==> src/rtl/digit_scanner.sv <==
// Multiplexed 7-segment digit scanner. A slot prescaler steps a digit index, and the display
// value is double-buffered so that it changes only on a frame boundary. The scanner also
// applies a guard interval and leading-zero blanking.
module digit_scanner #(
  parameter int unsigned DIGITS        = 4,
  parameter int unsigned PRESCALE_BITS = 12,
  parameter int unsigned GUARD         = 2
) (
  input  logic                i_clk,
  input  logic                i_reset,
  input  logic                i_load,
  input  logic [4*DIGITS-1:0] i_value,
  input  logic [DIGITS-1:0]   i_dp,
  input  logic                i_lzs,
  output logic [3:0]          o_val,
  output logic                o_dec,
  output logic [DIGITS-1:0]   o_dig,
  output logic                o_frame
);

  localparam int unsigned              IDX_W     = $clog2(DIGITS);
  localparam logic [IDX_W-1:0]         LAST_IDX  = IDX_W'(DIGITS - 1);
  localparam logic [PRESCALE_BITS-1:0] GUARD_CNT = PRESCALE_BITS'(GUARD);

  logic [PRESCALE_BITS-1:0] slot_cnt;
  logic [IDX_W-1:0]         idx;
  logic [4*DIGITS-1:0]      shadow_val, disp_val;
  logic [DIGITS-1:0]        shadow_dp, disp_dp;
  logic                     shadow_lzs, disp_lzs, pending;
  logic                     slot_wrap, frame_end;
  logic [DIGITS-1:0]        lead_zero, dig_onehot;

  always_comb begin
    logic run;
    slot_wrap  = &slot_cnt;
    frame_end  = slot_wrap && (idx == LAST_IDX);
    dig_onehot = '0;
    dig_onehot[idx] = 1'b1;
    // Walk down from the top digit. A digit can be blanked only while every digit from the
    // top down to it is zero with no decimal point.
    run       = disp_lzs;
    lead_zero = '0;
    for (int unsigned k = 0; k < DIGITS; k++) begin
      run = run && (disp_val[4*(DIGITS-1-k) +: 4] == 4'd0) && !disp_dp[DIGITS-1-k];
      lead_zero[DIGITS-1-k] = run;
    end
    lead_zero[0] = 1'b0;
  end

  always_ff @(posedge i_clk) begin
    if (i_reset) begin
      slot_cnt   <= '0;
      idx        <= '0;
      shadow_val <= '0;
      shadow_dp  <= '0;
      shadow_lzs <= 1'b0;
      disp_val   <= '0;
      disp_dp    <= '0;
      disp_lzs   <= 1'b0;
      pending    <= 1'b0;
      o_val      <= '0;
      o_dec      <= 1'b0;
      o_dig      <= '0;
      o_frame    <= 1'b0;
    end else begin
      slot_cnt <= slot_cnt + PRESCALE_BITS'(1);
      if (slot_wrap)
        idx <= (idx == LAST_IDX) ? '0 : idx + IDX_W'(1);
      if (frame_end && pending) begin
        disp_val <= shadow_val;
        disp_dp  <= shadow_dp;
        disp_lzs <= shadow_lzs;
      end
      // A load on the boundary clock refills the shadow as the old contents move to the display.
      // The pending flag therefore stays set for the next frame.
      if (i_load) begin
        shadow_val <= i_value;
        shadow_dp  <= i_dp;
        shadow_lzs <= i_lzs;
        pending    <= 1'b1;
      end else if (frame_end) begin
        pending <= 1'b0;
      end
      o_val   <= disp_val[4*idx +: 4];
      o_dec   <= disp_dp[idx];
      o_dig   <= ((slot_cnt < GUARD_CNT) || lead_zero[idx]) ? '0 : dig_onehot;
      o_frame <= (slot_cnt == '0) && (idx == '0);
    end
  end

endmodule
==> config.mk <==
export PLATFORM = sky130hd
export DESIGN_NAME = digit_scanner
export DESIGN_NICKNAME = d
export VERILOG_FILES = /design/src/rtl/digit_scanner.sv
export SDC_FILE = /design/constraint.sdc
export NUM_CORES = 1
export LEC_CHECK = 0
export BUFFER_PORTS_ARGS = -buffer_cell sky130_fd_sc_hd__clkbuf_2
export CAP_MARGIN = 25
export CORE_UTILIZATION = 57
export CTS_CLUSTER_SIZE = 14
export DETAILED_ROUTE_END_ITERATION = 12
export HOLD_SLACK_MARGIN = 0.02
export PLACE_DENSITY = 0.85
export SETUP_SLACK_MARGIN = 0.2
export SLEW_MARGIN = 20
export SYNTH_ARGS = -nofsm -noshare
export SYNTH_HDL_FRONTEND = slang
export SYNTH_SLANG_ARGS = --single-unit
==> constraint.sdc <==
create_clock -name i_clk -period 1.8 [get_ports i_clk]
set_clock_uncertainty 0.2 [all_clocks]
set_input_delay 0.09 -clock i_clk [delete_from_list [all_inputs] [get_ports i_clk]]
set_output_delay 0.09 -clock i_clk [all_outputs]
set_load 0.02 [all_outputs]
==> results of run 1 <==
[flip-flops by register name (all words and copies together) (netlist names)]
register	cells
o_frame	1
slot_cnt	12
disp_lzs	1
pending	1
o_val	4
idx	2
disp_val	16
o_dig	4
shadow_dp	4
shadow_lzs	1
disp_dp	4
shadow_val	16
o_dec	1
[logic make-up (layout without fill, tap and decap cells)]
group	count (synthesis)	in the layout	share of synthesized area [%]
XOR/XNOR	9	9	2.84
adder cells (fa/ha/maj)	6	6	2.70
AND/OR/NAND/NOR	125	126	21.8
buffers and inverters	23	90	4.19
multiplexers	26	26	11.6
flip-flops	67	67	48.3
AO/OA/AOI/OAI	31	31	8.56
[metrics by stage]
step                utilization (%)  total power, µW  hold WS (ns)
detailed placement             63.8             1740         0.133
global placement               63.8             1730         0.126
CTS                            73.1             3000         0.133
finish                         77.3             3010         0.154
global route                   77.3             3100         0.151
floorplan                         -             1680       -0.0343
[placed cells by master, fill, tap and decap left out, drive strengths merged]
cell | netlist | routed
and4 | 5 | 6
nand3 | 7 | 7
mux4 | 5 | 5
o21bai | 1 | 1
dlygate4sd3 | 0 | 22
bufinv | 0 | 1
nor4b | 1 | 1
mux2i | 21 | 21
nor4bb | 3 | 3
nor4 | 4 | 4
xnor2 | 2 | 2
xor2 | 7 | 7
and2 | 6 | 6
clkinvlp | 0 | 2
nand3b | 1 | 1
clkbuf | 5 | 45
nor2 | 34 | 34
a31oi | 1 | 1
buf | 13 | 14
or3 | 1 | 1
inv | 5 | 5
nand2 | 46 | 46
o21ai | 3 | 3
nor2b | 7 | 7
and3 | 1 | 1
dfxtp | 67 | 67
clkinv | 0 | 1
nor3 | 2 | 2
a41oi | 1 | 1
a21oi | 25 | 25
nand4 | 7 | 7
ha | 6 | 6
[area by class of cell]
class                           count  area, µm²
Clock inverter                      4       50.0
Tap cell                           54       67.6
Clock buffer                       11        151
Timing Repair Buffer               70        559
Inverter                            5       18.8
Multi-Input combinational cell    198       1430
Fill cell                         273       1060
Sequential cell                    67       1360
[worst min path at each step]
stage                      to  depth (start not counted)
2_1_floorplan        o_dig[0]                          1
3_3_place_gp   shadow_val[14]                          3
3_5_place_dp   shadow_val[12]                          3
4_1_cts          shadow_dp[3]                          4
5_1_grt        shadow_val[14]                          4
6_report        shadow_val[0]                          4
[power by group]
group,switching [µW],internal [µW],leakage [µW]
logic,99.0,104,0.000783
registers,27.5,1520,0.000550
clock network,549,704,0.0000974
total,676,2330,0.00143
[layer usage]
metal / vias to the layer above / track usage [%]
met2: 106 / 38.9
met3: 17 / 4.78
met4: 0 / 13.7
li1: 1105 / -
met5: - / 0
met1: 1107 / 30.0
[worst max-delay path: stages, from the launching register on]
cell	delay [ns]
dfxtp_4	0.37
ha_4	0.14
and4_4	0.23
nand4_1	0.12
buf_6	0.17
buf_6	0.13
nand2_1	0.09
a21oi_2	0.06
[what timing repair did]
action,in CTS,in global routing
resized for setup,2,41
endpoints found under the setup margin,25,33
pin swaps,0,5
cloned,1,2
setup buffers,0,4
endpoints found under the hold margin,31,0
hold buffers,22,0
==> impl_results.md, run 1 <==
* Max frequency at 612 MHz
* Metal2 WL at 3380 µm
* Hold Path Class: input pin to flop
* Reg clk slew, reported paths at 0.07 ns
* FF-to-FF End: disp_val[5]
* Number of synthesized flops with an enable pin at 0
* Die area at 5150 µm²
* CTS max path bufs at 2
* Pin count of the biggest net entering global routing at 30
* Iter 0 DRT Violations at 209
* Placed Area at 2990 µm²
* Gpl congestion at 0.786
* PortBufs at 33
* IO Count at 34
* Clk_lat worst skew at 0.35 ns
* Rel. slew slack at 72.4%
* Crit path to: disp_val[5]
* Final hold vios at 0
* Most common cell in the netlist: dfxtp_1
* Unrepaired setup endpoints after global routing: true
* FF-to-FF path depth at 7
* Worst Slack Setup Final at 0.166 ns
* CP Capture Type: flop
* Async S/R FF share, synth at 0%
* Clock Sinks at 67
* H-tree depth at 3
* Post-Synthesis Net Count at 317
* Pwr Density at 828 nW/µm²
* Seq/Total Area, Yosys at 48.3%
* CP startpoint: idx[0]
* Final ANT Viol Nets at 0
* Core area at 4690 µm²
* Critical path class: flop to flop
* Global-route wire length before repair at 9420 µm
* Fin. max-slew vios at 0
* HP Start: i_load
* Remaining routing DRC violations at 0
* Status: finished, final reports clean
* Vias in the first global route at 2094
* Max rail drop VDD at 0.391 mV
* Synth top cells by count: 67 x dfxtp_1, 46 x nand2_1, 34 x nor2_1
* Final setup viols at 0
* Routed wire per std cell at 16.7 µm
* Mapped Cells at 287
* DRT met1 WL at 2820 µm
* Data required, critical path at 1.83 ns
* Final instance area at 3630 µm²
* GRT Total Usage at 24.0%
* Die Wd at 71.8 µm
* YS warnings at 0
* HPWL Detailed at 3540 µm
* # nets final at 381
* Max Used Layer: met4
* Antenna Diode Count at 0
* Final wirelength at 6840 µm
* Die Y at 71.8 µm
* Met3 wire len at 441 µm
* Slew @ Worst Pin at 0.415 ns
* Startpoint Class: flop
* Post-Layout Cell Count at 409
* Crit path DAT at 1.66 ns
* Area leader, netlist: dfxtp_1
* Vias/cell at 5.71
* CTS tree: done
* Synth cell types at 35
* Cts bufs inserted at 9
* Worst-path maximum fanout at 5
* Worst R2R Start: idx[0]
* Synth Register Bits at 67
* Syn_area_per_cell at 9.67 µm²
* Starting Density at 59.2%
* Period utilization at 90.8%
* Share of layout cells above drive strength 1 at 35.2%
* Top cell type's share of synthesized area at 48.3%
* Fin Setup TNS at 0 ns
* Leak at 0.00143 µW
* Ys flop type: dfxtp_1
* Area growth from synthesis to final layout at 30.6%
* R2r setup slk at 0.17 ns
* Dpl ws at 0.152 ns
* TritonRoute pass-1 iters at 4
* Via count at 2335
* # rows at 25
* Root buffer cell: clkbuf_8
* Antenna violations before repair at 0
* Placed cell count at 365
* Period minus WS final at 1.63 ns
* Gr ovfl total at 0
* Ranking of synthesized cells by area: dfxtp_1 48%, mux2i_1 7.6%, a21oi_2 6.3%
* Cell area after synthesis at 2780 µm²
* MaxCap Viol Count at 0
Note: power is estimated with default switching activity, not from simulation.
==> run 2, diff against run 1 <==
--- a/config.mk
+++ b/config.mk
@@ -7,6 +7,7 @@
 export LEC_CHECK = 0
 export BUFFER_PORTS_ARGS = -buffer_cell sky130_fd_sc_hd__clkbuf_2
 export CAP_MARGIN = 25
+export CORE_ASPECT_RATIO = 2
 export CORE_UTILIZATION = 57
 export CTS_CLUSTER_SIZE = 14
 export DETAILED_ROUTE_END_ITERATION = 12
==> impl_results.md, run 2 (same netlist as run 1, synthesis figures left out) <==
* Die Y at 101 µm (+40%)
* Share of layout cells above drive strength 1 at 35.1% (-0.099 points)
* Antenna violations before repair at 0 (unchanged)
* Cts bufs inserted at 9 (unchanged)
* Final setup viols at 0 (unchanged)
* Data required, critical path at 1.84 ns (about the same)
* CTS tree: done
* Pwr Density at 825 nW/µm² (-0.37%)
* Most common cell after layout, fill and taps aside: dfxtp_1
* Hold Path Class: input pin to flop
* H-tree depth at 3 (unchanged)
* Rel. slew slack at 72.9% (+0.53 points)
* Slew @ Worst Pin at 0.403 ns (-0.0117 ns)
* Final hold slack at 0.140 ns (-0.0147 ns)
* Vias in the first global route at 2388 (+14%)
* CP startpoint: idx[0]
* Clock Sinks at 67 (unchanged)
* CP bufs+invs at 2 (unchanged)
* Clk_lat worst skew at 0.35 ns (about the same)
* Most frequent cells in the layout: 59 x dfxtp_1, 34 x nor2_1, 33 x clkbuf_2
* Startpoint Class: flop
* Fin. max-slew vios at 0 (unchanged)
* Final hold vios at 0 (unchanged)
* Vias/cell at 5.78 (+1.3%)
* Worst R2R Start: idx[0]
* Max rail drop VDD at 0.922 mV (+140%)
* Crit path DAT at 1.72 ns (+0.06 ns)
* Pin count of the biggest net entering global routing at 24 (-20%)
* Area growth from synthesis to final layout at 30.1%
* Remaining routing DRC violations at 0 (unchanged)
* HPWL Detailed at 4190 µm (+18%)
* Slowest-stage cell, CP: dfxtp_4
* Final ANT Viol Nets at 0 (unchanged)
* R2r setup slk at 0.12 ns (-0.05 ns)
* Leak at 0.00144 µW (+0.35%)
* Worst path cell trace: ha_4 -> and4_4 -> nand4_1 -> buf_4 -> clkbuf_16 -> nand2_1 -> a21oi_2
* Routed wire per std cell at 17.1 µm (+2.5%)
* Gpl congestion at 0.863 (+9.8%)
* Via count at 2377 (+1.8%)
* Antenna Diode Count at 0 (unchanged)
* Biggest registers after layout: disp_val x16, shadow_val x16, slot_cnt x12
* Starting Density at 59.8% (+0.64 points)
* Gr ovfl total at 0 (unchanged)
* Max frequency at 595 MHz (-2.7%)
* GRT Total Usage at 29.2% (+5.1 points)
* Reg clk slew, reported paths at 0.07 ns (about the same)
* Final wirelength at 7040 µm (+3.0%)
* IO Count at 34 (unchanged)
* Status: finished, final reports clean
* Global-route wire length before repair at 10800 µm (+15%)
* HP Start: i_load
* Core area at 4640 µm² (-1.1%)
* CTS max path bufs at 2 (unchanged)
* CP Capture Type: flop
* Period minus WS final at 1.68 ns (+0.0457 ns)
* Die area at 5170 µm² (+0.33%)
* Period utilization at 93.3% (+2.5 points)
* Iter 0 DRT Violations at 111 (-47%)
* CP top delay family: simple AND/OR/NAND/NOR gates
* Critical path class: flop to flop
* Unrepaired setup endpoints after global routing: true
* PortBufs at 33 (unchanged)
* Worst path max stage delay at 0.37 ns (about the same)
* Root buffer cell: clkbuf_8
* Fin Setup TNS at 0 ns (unchanged)
* TritonRoute pass-1 iters at 4 (unchanged)
* # nets final at 382 (+0.26%)
* Die Wd at 51.4 µm (-28%)
* # rows at 35 (+40%)
* MaxCap Viol Count at 0 (unchanged)
* Worst-path maximum fanout at 5 (unchanged)
==> run 2: routing by layer <==
| layer | up-vias | share of wire (%) | wire length (µm) | GRT usage (%) |
|---|---|---|---|---|
| met5 | - | 0 | 0 | 0 |
| met4 | 0 | 6.1 | 430 | 20.0 |
| met3 | 38 | 4.1 | 289 | 6.79 |
| met2 | 95 | 54 | 3780 | 51.7 |
| met1 | 1131 | 36 | 2540 | 28.8 |
| li1 | 1113 | - | - | - |
==> run 2: path summary, 6_finish.rpt <==
check	to	cells past startpoint
worst max-delay path	disp_val[10]	7
worst max register to register	disp_val[10]	7
worst min-delay path	pending	4
worst min register to register	disp_val[11]	2
==> run 2: report_power, final <==
part	switching (µW)	total [µW]	internal (µW)
sequential	25.9	1550	1520
combinational	97.7	205	107
clock	550	1230	679
==> run 2: cell type report <==
type,instances,area (µm²)
Tap cell,55,68.8
Inverter,5,18.8
Sequential cell,67,1350
Clock inverter,1,5.00
Clock buffer,14,193
Timing Repair Buffer,70,548
Fill cell,299,1030
Multi-Input combinational cell,199,1420
==> run 2: metrics by stage <==
| stage | std cells | instance area [µm²] | worst slack, ns | power, µW | utilization [%] |
|---|---|---|---|---|---|
| floorplan | 287 | 2780 | 0.289 | 1680 | - |
| global placement | 368 | 3020 | 0.156 | 1740 | 65.1 |
| detailed placement | 368 | 3020 | 0.131 | 1740 | 65.1 |
| CTS | 409 | 3530 | 0.201 | 2980 | 76.0 |
| global route | 411 | 3610 | 0.0818 | 3090 | 77.8 |
| finish | 411 | 3610 | 0.120 | 2980 | 77.8 |
==> run 2: what timing repair did <==
item,in CTS,in global routing
pin swaps,3,3
setup buffers,1,1
setup endpoints to repair,25,31
hold buffers,22,0
gates cloned,3,1
gates resized for setup,12,29
hold endpoints to repair,29,0
==> run 2: worst min-delay path, cell delays in order <==
cell      delay, ns
clkbuf_2       0.08
buf_4          0.24
o21bai_1       0.17
a41oi_1        0.05
